<file path="src/rtl/lcd_bus_responder.sv">
// HD44780-compatible panel-side responder. Decodes LCD bus writes into a 2x16 DDRAM mirror and answers busy/data reads.
// Optional macro LCD_BUSY_CHECK_EN: writes arriving while busy are discarded and flagged on viol.
module lcd_bus_responder #(
    parameter int BUSY_CYCLES  = 2000,
    parameter int CLEAR_CYCLES = 76500,
    parameter int SYNC_STAGES  = 2      // must be at least 2
) (
    input  logic       clk,
    input  logic       rst,
    input  logic       RS,
    input  logic       RW,
    input  logic       E,
    input  logic [7:0] data,
    output logic [7:0] data_out,
    output logic       data_oe,
    output logic       busy,
    output logic [4:0] cursor_addr,
    output logic       display_on,
    output logic       cmd_strobe,
    output logic [8:0] cmd_code,
    input  logic [4:0] rd_addr,
    output logic [7:0] rd_char,
    output logic       viol
);

    localparam int CNT_MAX = (CLEAR_CYCLES > BUSY_CYCLES) ? CLEAR_CYCLES : BUSY_CYCLES;
    localparam int CNT_W   = $clog2(CNT_MAX + 1);

    typedef logic [CNT_W-1:0] cnt_t;

    typedef enum logic [1:0] {
        ST_IDLE,
        ST_EXEC,
        ST_CLEAR
    } state_t;

    typedef struct packed {
        logic       rs;
        logic       rw;
        logic       e;
        logic [7:0] data;
    } bus_t;

    function automatic logic [4:0] step(input logic [4:0] addr, input logic up);
        return up ? addr + 5'd1 : addr - 5'd1;
    endfunction

    bus_t       sync_q [SYNC_STAGES];
    bus_t       sync_d [SYNC_STAGES];
    bus_t       bus_s;
    logic       e_prev_q, e_prev_d;
    logic       fall, rise;

    state_t     state_q, state_d;
    logic [8:0] cmd_q, cmd_d;
    logic [7:0] ddram_q [32];
    logic [7:0] ddram_d [32];
    logic [4:0] cursor_q, cursor_d;
    logic [4:0] clr_idx_q, clr_idx_d;
    logic       id_q, id_d;
    logic       display_on_q, display_on_d;
    logic       cursor_on_q, cursor_on_d;
    logic       blink_q, blink_d;
    logic [2:0] func_q, func_d;
    cnt_t       busy_cnt_q, busy_cnt_d, busy_dec;
    logic       busy_q, busy_d;
    logic [7:0] data_out_q, data_out_d;
    logic       data_oe_q, data_oe_d;
    logic       cmd_strobe_q, cmd_strobe_d;
    logic [8:0] cmd_code_q, cmd_code_d;
    logic [7:0] rd_char_q, rd_char_d;
    logic       viol_q, viol_d;

    always_comb begin
        sync_d[0] = {RS, RW, E, data};
        for (int i = 1; i < SYNC_STAGES; i++) sync_d[i] = sync_q[i-1];
    end

    assign bus_s    = sync_q[SYNC_STAGES-1];
    assign e_prev_d = bus_s.e;
    assign fall     = e_prev_q & ~bus_s.e;
    assign rise     = ~e_prev_q & bus_s.e;
    assign busy_dec = (busy_cnt_q != '0) ? busy_cnt_q - cnt_t'(1) : '0;

    always_comb begin
        // NOTE: every next-state value gets a default first so no path leaves it unassigned (no latches).
        state_d      = state_q;
        cmd_d        = cmd_q;
        ddram_d      = ddram_q;
        cursor_d     = cursor_q;
        clr_idx_d    = clr_idx_q;
        id_d         = id_q;
        display_on_d = display_on_q;
        cursor_on_d  = cursor_on_q;
        blink_d      = blink_q;
        func_d       = func_q;
        busy_cnt_d   = busy_dec;
        data_out_d   = data_out_q;
        data_oe_d    = bus_s.rw & bus_s.e;
        cmd_strobe_d = 1'b0;
        cmd_code_d   = cmd_code_q;
        rd_char_d    = ddram_q[rd_addr];
        viol_d       = viol_q;

        if (rise && bus_s.rw && state_q != ST_CLEAR) begin
            data_out_d = bus_s.rs ? ddram_q[cursor_q]
                                  : {busy_q, cursor_q[4], 2'b00, cursor_q[3:0]};
        end

        unique case (state_q)
            ST_IDLE: begin
                if (fall) begin
                    if (!bus_s.rw) begin
`ifdef LCD_BUSY_CHECK_EN
                        if (busy_q) begin
                            viol_d = 1'b1;
                        end else begin
                            cmd_d   = {bus_s.rs, bus_s.data};
                            state_d = ST_EXEC;
                        end
`else
                        cmd_d   = {bus_s.rs, bus_s.data};
                        state_d = ST_EXEC;
`endif
                    end else if (bus_s.rs) begin
                        cursor_d = step(cursor_q, id_q);
                    end
                end
            end

            ST_EXEC: begin
                state_d      = ST_IDLE;
                cmd_strobe_d = 1'b1;
                cmd_code_d   = cmd_q;
                busy_cnt_d   = cnt_t'(BUSY_CYCLES);
                if (cmd_q[8]) begin
                    ddram_d[cursor_q] = cmd_q[7:0];
                    cursor_d          = step(cursor_q, id_q);
                end else if (cmd_q[7]) begin
                    // Only the two visible 16-cell windows are addressable.
                    if (cmd_q[6:4] == 3'b000)      cursor_d = {1'b0, cmd_q[3:0]};
                    else if (cmd_q[6:4] == 3'b100) cursor_d = {1'b1, cmd_q[3:0]};
                end else if (cmd_q[6]) begin
                    cursor_d = cursor_q;
                end else if (cmd_q[5]) begin
                    func_d = cmd_q[4:2];
                end else if (cmd_q[4]) begin
                    if (!cmd_q[3]) cursor_d = step(cursor_q, cmd_q[2]);
                end else if (cmd_q[3]) begin
                    {display_on_d, cursor_on_d, blink_d} = cmd_q[2:0];
                end else if (cmd_q[2]) begin
                    id_d = cmd_q[1];
                end else if (cmd_q[1]) begin
                    cursor_d   = '0;
                    busy_cnt_d = cnt_t'(CLEAR_CYCLES);
                end else if (cmd_q[0]) begin
                    state_d    = ST_CLEAR;
                    clr_idx_d  = '0;
                    busy_cnt_d = cnt_t'(CLEAR_CYCLES);
                end else begin
                    busy_cnt_d = busy_dec;
                end
            end

            ST_CLEAR: begin
                ddram_d[clr_idx_q] = 8'h20;
                clr_idx_d          = clr_idx_q + 5'd1;
                if (rise || fall) viol_d = 1'b1;
                if (clr_idx_q == 5'd31) begin
                    state_d  = ST_IDLE;
                    cursor_d = '0;
                    id_d     = 1'b1;
                end
            end

            default: state_d = ST_IDLE;
        endcase

        busy_d = (busy_cnt_d != '0);
    end

    always_ff @(posedge clk or negedge rst) begin
        if (!rst) begin
            for (int i = 0; i < SYNC_STAGES; i++) sync_q[i] <= '0;
            e_prev_q     <= 1'b0;
            state_q      <= ST_IDLE;
            cmd_q        <= '0;
            // NOTE: the DDRAM mirror is built from resettable flops because the panel powers up showing blanks.
            for (int i = 0; i < 32; i++) ddram_q[i] <= 8'h20;
            cursor_q     <= '0;
            clr_idx_q    <= '0;
            id_q         <= 1'b1;
            display_on_q <= 1'b0;
            cursor_on_q  <= 1'b0;
            blink_q      <= 1'b0;
            func_q       <= '0;
            busy_cnt_q   <= '0;
            busy_q       <= 1'b0;
            data_out_q   <= '0;
            data_oe_q    <= 1'b0;
            cmd_strobe_q <= 1'b0;
            cmd_code_q   <= '0;
            rd_char_q    <= '0;
            viol_q       <= 1'b0;
        end else begin
            sync_q       <= sync_d;
            e_prev_q     <= e_prev_d;
            state_q      <= state_d;
            cmd_q        <= cmd_d;
            ddram_q      <= ddram_d;
            cursor_q     <= cursor_d;
            clr_idx_q    <= clr_idx_d;
            id_q         <= id_d;
            display_on_q <= display_on_d;
            cursor_on_q  <= cursor_on_d;
            blink_q      <= blink_d;
            func_q       <= func_d;
            busy_cnt_q   <= busy_cnt_d;
            busy_q       <= busy_d;
            data_out_q   <= data_out_d;
            data_oe_q    <= data_oe_d;
            cmd_strobe_q <= cmd_strobe_d;
            cmd_code_q   <= cmd_code_d;
            rd_char_q    <= rd_char_d;
            viol_q       <= viol_d;
        end
    end

    assign data_out    = data_out_q;
    assign data_oe     = data_oe_q;
    assign busy        = busy_q;
    assign cursor_addr = cursor_q;
    assign display_on  = display_on_q;
    assign cmd_strobe  = cmd_strobe_q;
    assign cmd_code    = cmd_code_q;
    assign rd_char     = rd_char_q;
    assign viol        = viol_q;

endmodule

</file>
<file path="config.mk">
export PLATFORM = sky130hd
export DESIGN_NAME = lcd_bus_responder
export DESIGN_NICKNAME = d
export VERILOG_FILES = /design/src/rtl/lcd_bus_responder.sv
export SDC_FILE = /design/constraint.sdc
export NUM_CORES = 1
export LEC_CHECK = 0
export CORE_MARGIN = 2
export CORE_UTILIZATION = 56
export CTS_CLUSTER_DIAMETER = 150
export DETAILED_ROUTE_END_ITERATION = 10
export GPL_TIMING_DRIVEN = 0
export PLACE_DENSITY = 0.8
export SYNTH_ARGS = -nofsm -noshare
export SYNTH_HDL_FRONTEND = slang
export SYNTH_SLANG_ARGS = --single-unit
export TNS_END_PERCENT = 1
</file>
<file path="constraint.sdc">
create_clock -name clk -period 2.35 [get_ports clk]
set_clock_uncertainty 0.2 [all_clocks]
set_input_delay 0.47 -clock clk [delete_from_list [all_inputs] [get_ports clk]]
set_output_delay 0.47 -clock clk [all_outputs]
set_load 0.02 [all_outputs]
</file>
==> results of run 1 <==
kinds of logic (layout without fill, tap and decap cells):
| family | count (synthesis) | count (layout) | synth area share, % |
|---|---|---|---|
| compound gates | 409 | 409 | 17.4 |
| flops | 348 | 348 | 48.9 |
| simple gates | 306 | 306 | 7.78 |
| mux | 188 | 188 | 20.8 |
| buf+inv | 127 | 264 | 3.11 |
| xor+xnor | 19 | 19 | 0.930 |
| fa+ha+maj | 17 | 17 | 1.19 |
| other cells | 0 | 2 | 0 |
routing by layer:
layer,vias up,global-route usage (%),wire length [um]
li1,5741,-,-
met1,7388,48.4,21700
met2,1277,54.4,26600
met3,347,13.0,8380
met4,0,23.1,4790
met5,-,0,0
critical path, stage by stage, from the launching register on:
cell	delay [ps]
dfrtp_2	460
buf_6	160
buf_12	120
buf_4	180
mux4_2	520
nor2b_1	190
a31oi_2	240
o2111ai_1	160
a21oi_1	160
a211oi_1	70
area by class of cell:
cell class | count | area, um^2 | area share [%]
buffer | 105 | 808 | 3.69
sequential | 348 | 8760 | 40.0
clock buffer | 47 | 1060 | 4.82
tap | 402 | 503 | 2.30
multi-input combinational | 939 | 9630 | 44.0
antenna | 2 | 5.00 | 0.0228
inverter | 19 | 82.6 | 0.377
timing repair buffer | 72 | 739 | 3.37
clock inverter | 21 | 332 | 1.51
where the power goes:
group | switching (mW) | internal (mW) | leakage, nW
registers | 1.16 | 7.30 | 4.55
logic | 5.79 | 4.49 | 3.94
clock network | 2.60 | 4.09 | 0.675
registers in the layout, summed over array words and instances, names as in the netlist:
signal / flops
rd_char: 8
display_on: 1
busy: 1
sync_d: 11
ddram_q: 256
e_prev_q: 1
cursor_addr: 5
data_oe: 1
id_q: 1
data_out: 8
busy_cnt_q: 17
state_q: 2
cmd_strobe: 1
clr_idx_q: 5
e_prev_d: 1
cmd_code: 9
viol: 1
bus_s: 10
cmd_q: 9
cell usage in the layout (no fill, tap or decap), types with 8 or more instances in the layout:
cell type | netlist | final
dfrtp_1 | 315 | 309
mux4_2 | 144 | 144
clkbuf_16 | 0 | 40
clkdlybuf4s50_1 | 0 | 43
bufinv_16 | 0 | 8
inv_1 | 17 | 13
o22ai_4 | 0 | 8
a21oi_1 | 47 | 46
buf_6 | 2 | 8
clkbuf_4 | 0 | 8
o21ai_0 | 36 | 29
mux2_2 | 25 | 25
a22o_1 | 228 | 228
nand2_2 | 0 | 29
nor2_2 | 0 | 9
xnor2_1 | 12 | 12
nor2_1 | 114 | 76
a31oi_1 | 21 | 20
ha_1 | 17 | 10
nor2_4 | 0 | 29
clkbuf_1 | 66 | 37
buf_12 | 0 | 8
dfstp_2 | 33 | 33
o22ai_2 | 0 | 24
buf_8 | 0 | 11
buf_4 | 11 | 31
clkbuf_2 | 0 | 15
nand2_1 | 106 | 55
mux2i_1 | 19 | 19
nand2_4 | 0 | 20
buf_2 | 19 | 8
nand3_1 | 14 | 11
stage by stage:
step / total power, mW / setup TNS, ps / utilization (%) / worst slack [ps]
CTS: 24.6 / -24350 / 68.0 / -187
global placement: 16.6 / -4962290 / 60.3 / -15500
floorplan: 13.7 / -61.1 / - / -8.04
global route: 26.1 / -24410 / 69.4 / -279
detailed placement: 16.9 / -194900 / 60.5 / -1270
finish: 25.4 / -15480 / 69.4 / -232
worst max-delay path by stage:
stage                     endpoint            from  cells after the start
floorplan              data_out[1]  cursor_addr[3]                      9
global placement    cursor_addr[0]             rst                      1
detailed placement     data_out[7]  cursor_addr[1]                      8
CTS                    data_out[3]  cursor_addr[0]                      8
global route                  busy   busy_cnt_q[0]                      9
finish                 data_out[3]  cursor_addr[0]                      9
timing repair:
action,in CTS,in global routing
setup buffers,17,6
endpoints found under the hold margin,112,112
gates resized for setup,238,112
endpoints found under the setup margin,301,304
pin swaps,15,52
==> out/results.txt, run 1 <==
Row cnt -> 65
Syn_nets -> 1,449
DR WL/cell -> 31.4 um
Final instance area -> 21,900 um^2
FF-to-FF setup slack -> -230 ps
Synth top area share -> 44.0%
EDFF count, synth -> 0
Crit-path max FO -> 4
FMAX -> 387 MHz
H-tree Lvls -> 2
Dpl cells -> 1,865
CTS tree -> built
Reg2reg end -> data_out[3]
RSZ-0062 raised after global routing -> true
Post-Syn Instances -> 1,414
PwrDens -> 1160 nW/um^2
Most common cell in the netlist -> dfrtp_1
Final Hold Fails -> 112
Root buffer selected by CTS -> clkbuf_16
Status -> finished with violations
Vias in the first global route -> 14,600
Violated checks -> negative hold slack, negative setup slack
Cell Area, Placed -> 19,100 um^2
Initial Utilization -> 56.7%
Syn Area/Cell -> 12.7 um^2
DIE WIDTH -> 183 um
Final HPWL DP -> 41,600 um
Relative slew slack -> 32.9%
CP Capture Type -> flip-flop
Fin Hold WS -> -227 ps
RR Startpoint -> cursor_addr[0]
DR vias/cell -> 7.55
Ratio of cells with drive above 1 in the final layout -> 34.9%
DRC viols -> 0
Least-Margin Pin Slew -> 1010 ps
IO buf count -> 47
Worst endpoint required time -> 2570 ps
Core Footprint -> 31,600 um^2
Worst hold path type -> input port to asynchronous set/reset pin
Final ANT Viol Nets -> 0
Total Wirelength -> 61,400 um
Setup ws final -> -232 ps
VDD IR max -> 0.898 mV
Initial DRC Count -> 2,265
DRT Pass-1 Iters -> 8
Sequential fraction of the synthesis area -> 48.9%
Count of cell types in the netlist -> 65
I/O Pins -> 53
Setup Viol. Count Final -> 186
Synth area leader -> dfrtp_1
Critical path type -> flip-flop to flip-flop
Area contributors post-synth -> dfrtp_1 (44%), mux4_2 (18%), a22o_1 (11%)
MaxCap Viol Count -> 0
Die area -> 33,400 um^2
All-Layer GR Usage -> 37.3%
Async set-reset flop share out of synthesis -> 100%
Nets -> 1,557
Inserted Clock Buffers -> 37
Fillers -> 2,129
Main flop type after synthesis -> dfrtp_1
CP arrival -> 2800 ps
Aggregate global routing overflow -> 0
Yosys Warn Count -> 0
Leak pwr -> 9.16 nW
Synthesized flop and latch total -> 348
Startpoint Class -> flip-flop
Clock Sinks -> 348
Via count -> 14,800
Final worst path period share -> 110%
Post-Syn Area -> 17,900 um^2
Clock-pin slew on the worst setup and hold paths -> 70 ps
Register-to-Register Path Depth -> 9
Largest net degree at the start of global routing -> 125
Maximum clock insertion buffer count -> 3
Area Overhead vs Synth -> 22.4%
Most frequent cells after synthesis -> dfrtp_1 (315), a22o_1 (228), mux4_2 (144)
Finished Layout Cells -> 1,955
Fin crit period -> 2580 ps
Initial antenna violation count -> 2
Global-route wire length before repair -> 91,900 um
Clock latency on the worst-skew pair -> 550 ps
Fin. max-slew vios -> 0
RePlAce Congestion -> 1.03
Die height -> 183 um
(Power assumes the default switching activity.)
==> run 2, diff against run 1 <==
- SLEW_MARGIN: unset -> 15
==> run 2 against run 1 <==
Compared with the run above: global-route usage rose by 0.36 points; die area unchanged; flip-flop and latch count did not move; setup slack better by 13 ps; the flow finishes with violations (negative setup slack); count of clock-buffer cells in the layout up 2; total power decreased by 1.3%; sequential power about the same; critical path depth up 2; sequential share of layout area is essentially flat; clock power down 5.8%; fmax is 0.51% higher; highest routed layer unchanged; wire length rose by 0.61%; largest power group unchanged.
==> out/results.txt, run 2 (synthesis results as in run 1) <==
Fin crit period -> 2570 ps (was 2580 ps)
FF-to-FF setup slack -> -220 ps (was -230 ps)
Commonest non-fill, non-tap cell in the layout -> dfrtp_1 (unchanged)
Leak pwr -> 9.16 nW (about the same)
Final Hold Fails -> 0 (was 112)
All-Layer GR Usage -> 37.7% (was 37.3%)
Crit path top cell by count -> buf_12
Worst path top cell family by delay -> compound AO/OA/AOI/OAI gates (unchanged)
Setup Viol. Count Final -> 210 (was 186)
Max reg flops -> 256 (unchanged)
Biggest register -> ddram_q (unchanged)
DRT Pass-1 Iters -> 8 (unchanged)
Finished Layout Cells -> 1,959 (was 1,955)
IO buf count -> 47 (unchanged)
Largest net degree at the start of global routing -> 109 (was 125)
Number of buffers and inverters on the critical path -> 4 (was 3)
DR vias/cell -> 7.61 (was 7.55)
Row cnt -> 65 (unchanged)
CTS tree -> built (unchanged)
Crit-path max FO -> 5 (was 4)
Initial DRC Count -> 1,810 (was 2,265)
MaxCap Viol Count -> 0 (unchanged)
Dpl cells -> 1,866 (was 1,865)
Initial antenna violation count -> 3 (was 2)
Maximum clock insertion buffer count -> 3 (unchanged)
I/O Pins -> 53 (unchanged)
Least-Margin Pin Slew -> 1100 ps (was 1010 ps)
Commonest non-fill, non-tap cells in the layout -> dfrtp_1 (311), a22o_1 (228), mux4_2 (144) (was dfrtp_1 (309), a22o_1 (228), mux4_2 (144))
Final HPWL DP -> 41,800 um (was 41,600 um)
Die area -> 33,400 um^2 (unchanged)
Register area -> 8750 um^2 (was 8760 um^2)
Area of the multi-input gates -> 9610 um^2 (was 9630 um^2)
Die height -> 183 um (unchanged)
Critical path, cell by cell -> buf_8 > buf_12 > buf_12 > clkinvlp_4 > ha_4 > nor2b_4 > a32oi_1 > xnor2_1 > o22a_1 > o21ai_1 > a221oi_1 (was buf_6 > buf_12 > buf_4 > mux4_2 > nor2b_1 > a31oi_2 > o2111ai_1 > a21oi_1 > a211oi_1)
DIE WIDTH -> 183 um (unchanged)
FMAX -> 389 MHz (was 387 MHz)
Worst hold path type -> flip-flop to flip-flop (was input port to asynchronous set/reset pin)
Fillers -> 2,118 (was 2,129)
Global-route wire length before repair -> 92,900 um (was 91,900 um)
Core Footprint -> 31,600 um^2 (unchanged)
Ratio of cells with drive above 1 in the final layout -> 34.3% (was 34.9%)
RePlAce Congestion -> 1.03 (unchanged)
Fin. max-slew vios -> 0 (unchanged)
Inserted Clock Buffers -> 38 (was 37)
Total Wirelength -> 61,800 um (was 61,400 um)
Final ANT Viol Nets -> 0 (unchanged)
RSZ-0062 raised after global routing -> true (unchanged)
Delay of the slowest critical-path stage -> 470 ps (was 520 ps)
Vias in the first global route -> 14,800 (was 14,600)
Nets -> 1,563 (was 1,557)
Fin Hold WS -> 145 ps (was -227 ps)
Violated checks -> negative setup slack (was negative hold slack, negative setup slack)
DR WL/cell -> 31.5 um (was 31.4 um)
H-tree Lvls -> 2 (unchanged)
Aggregate global routing overflow -> 0 (unchanged)
Worst endpoint required time -> 2570 ps (about the same)
Status -> finished with violations (unchanged)
Final worst path period share -> 109% (was 110%)
Area Overhead vs Synth -> 22.3% (was 22.4%)
Clock latency on the worst-skew pair -> 540 ps (was 550 ps)
Root buffer selected by CTS -> clkbuf_16 (unchanged)
Setup ws final -> -219 ps (was -232 ps)
CP Capture Type -> flip-flop (unchanged)
CP arrival -> 2790 ps (was 2800 ps)
Startpoint Class -> flip-flop (unchanged)
Clock-pin slew on the worst setup and hold paths -> 60 ps (was 70 ps)
DRC viols -> 0 (unchanged)
Via count -> 14,900 (was 14,800)
Worst path slowest cell -> dfrtp_2 (was mux4_2)
PwrDens -> 1150 nW/um^2 (was 1160 nW/um^2)
Relative slew slack -> 26.7% (was 32.9%)
Initial Utilization -> 56.7% (unchanged)
Critical path type -> flip-flop to flip-flop (unchanged)
Setup_tns -> -24,140 ps (was -15,480 ps)
VDD IR max -> 0.778 mV (was 0.898 mV)
Clock Sinks -> 348 (unchanged)
-- run 2: worst paths after layout --
kind | start | endpoint | depth (start not counted)
max | cursor_addr[0] | cursor_addr[4] | 11
min | sync_d[0] | bus_s[0] | 0
max reg2reg | cursor_addr[0] | cursor_addr[4] | 11
min reg2reg | sync_d[0] | bus_s[0] | 0
max in group asynchronous | rst | ddram_q[77] | 4
min in group asynchronous | rst | ddram_q[184] | 2
-- run 2: layer usage --
metal  vias up  wire length (um)  GRT usage [%]
met5         -                 0              0
met4         0              5450           25.5
met1      7462             21600           48.9
met2      1296             26300           54.1
li1       5763                 -              -
met3       385              8350           12.9
-- run 2: per-stage QoR --
step / utilization (%) / cell area (um^2) / setup WS (ps) / total power [mW]
after floorplan: - / 18000 / -8.04 / 13.7
after global placement: 60.3 / 19000 / -15500 / 16.6
after detailed placement: 60.6 / 19100 / -1280 / 16.9
after CTS: 68.4 / 21600 / -171 / 24.5
after global routing: 69.3 / 21900 / -261 / 25.8
final: 69.4 / 21900 / -219 / 25.1
-- run 2: repair_timing --
item	in CTS	in global routing
resized for setup	280	68
buffers inserted	15	10
pin swaps	31	34
gates cloned	1	0
endpoints found under the hold margin	92	0
endpoints found under the setup margin	300	291
hold buffers	1	0
-- run 2: layout make-up --
type	count	share of cell area [%]
Clock buffer	49	4.72
Sequential cell	348	40.0
Clock inverter	17	1.13
Buffer	105	3.70
Multi-Input combinational cell	939	43.9
Antenna cell	3	0.0343
Tap cell	402	2.30
Inverter	19	0.400
Timing Repair Buffer	77	3.81
-- run 2: power breakdown --
part           total [mW]  internal [mW]  switching (mW)
clock network        6.31           3.77            2.53
logic                10.3           4.55            5.79
registers            8.46           7.31            1.15
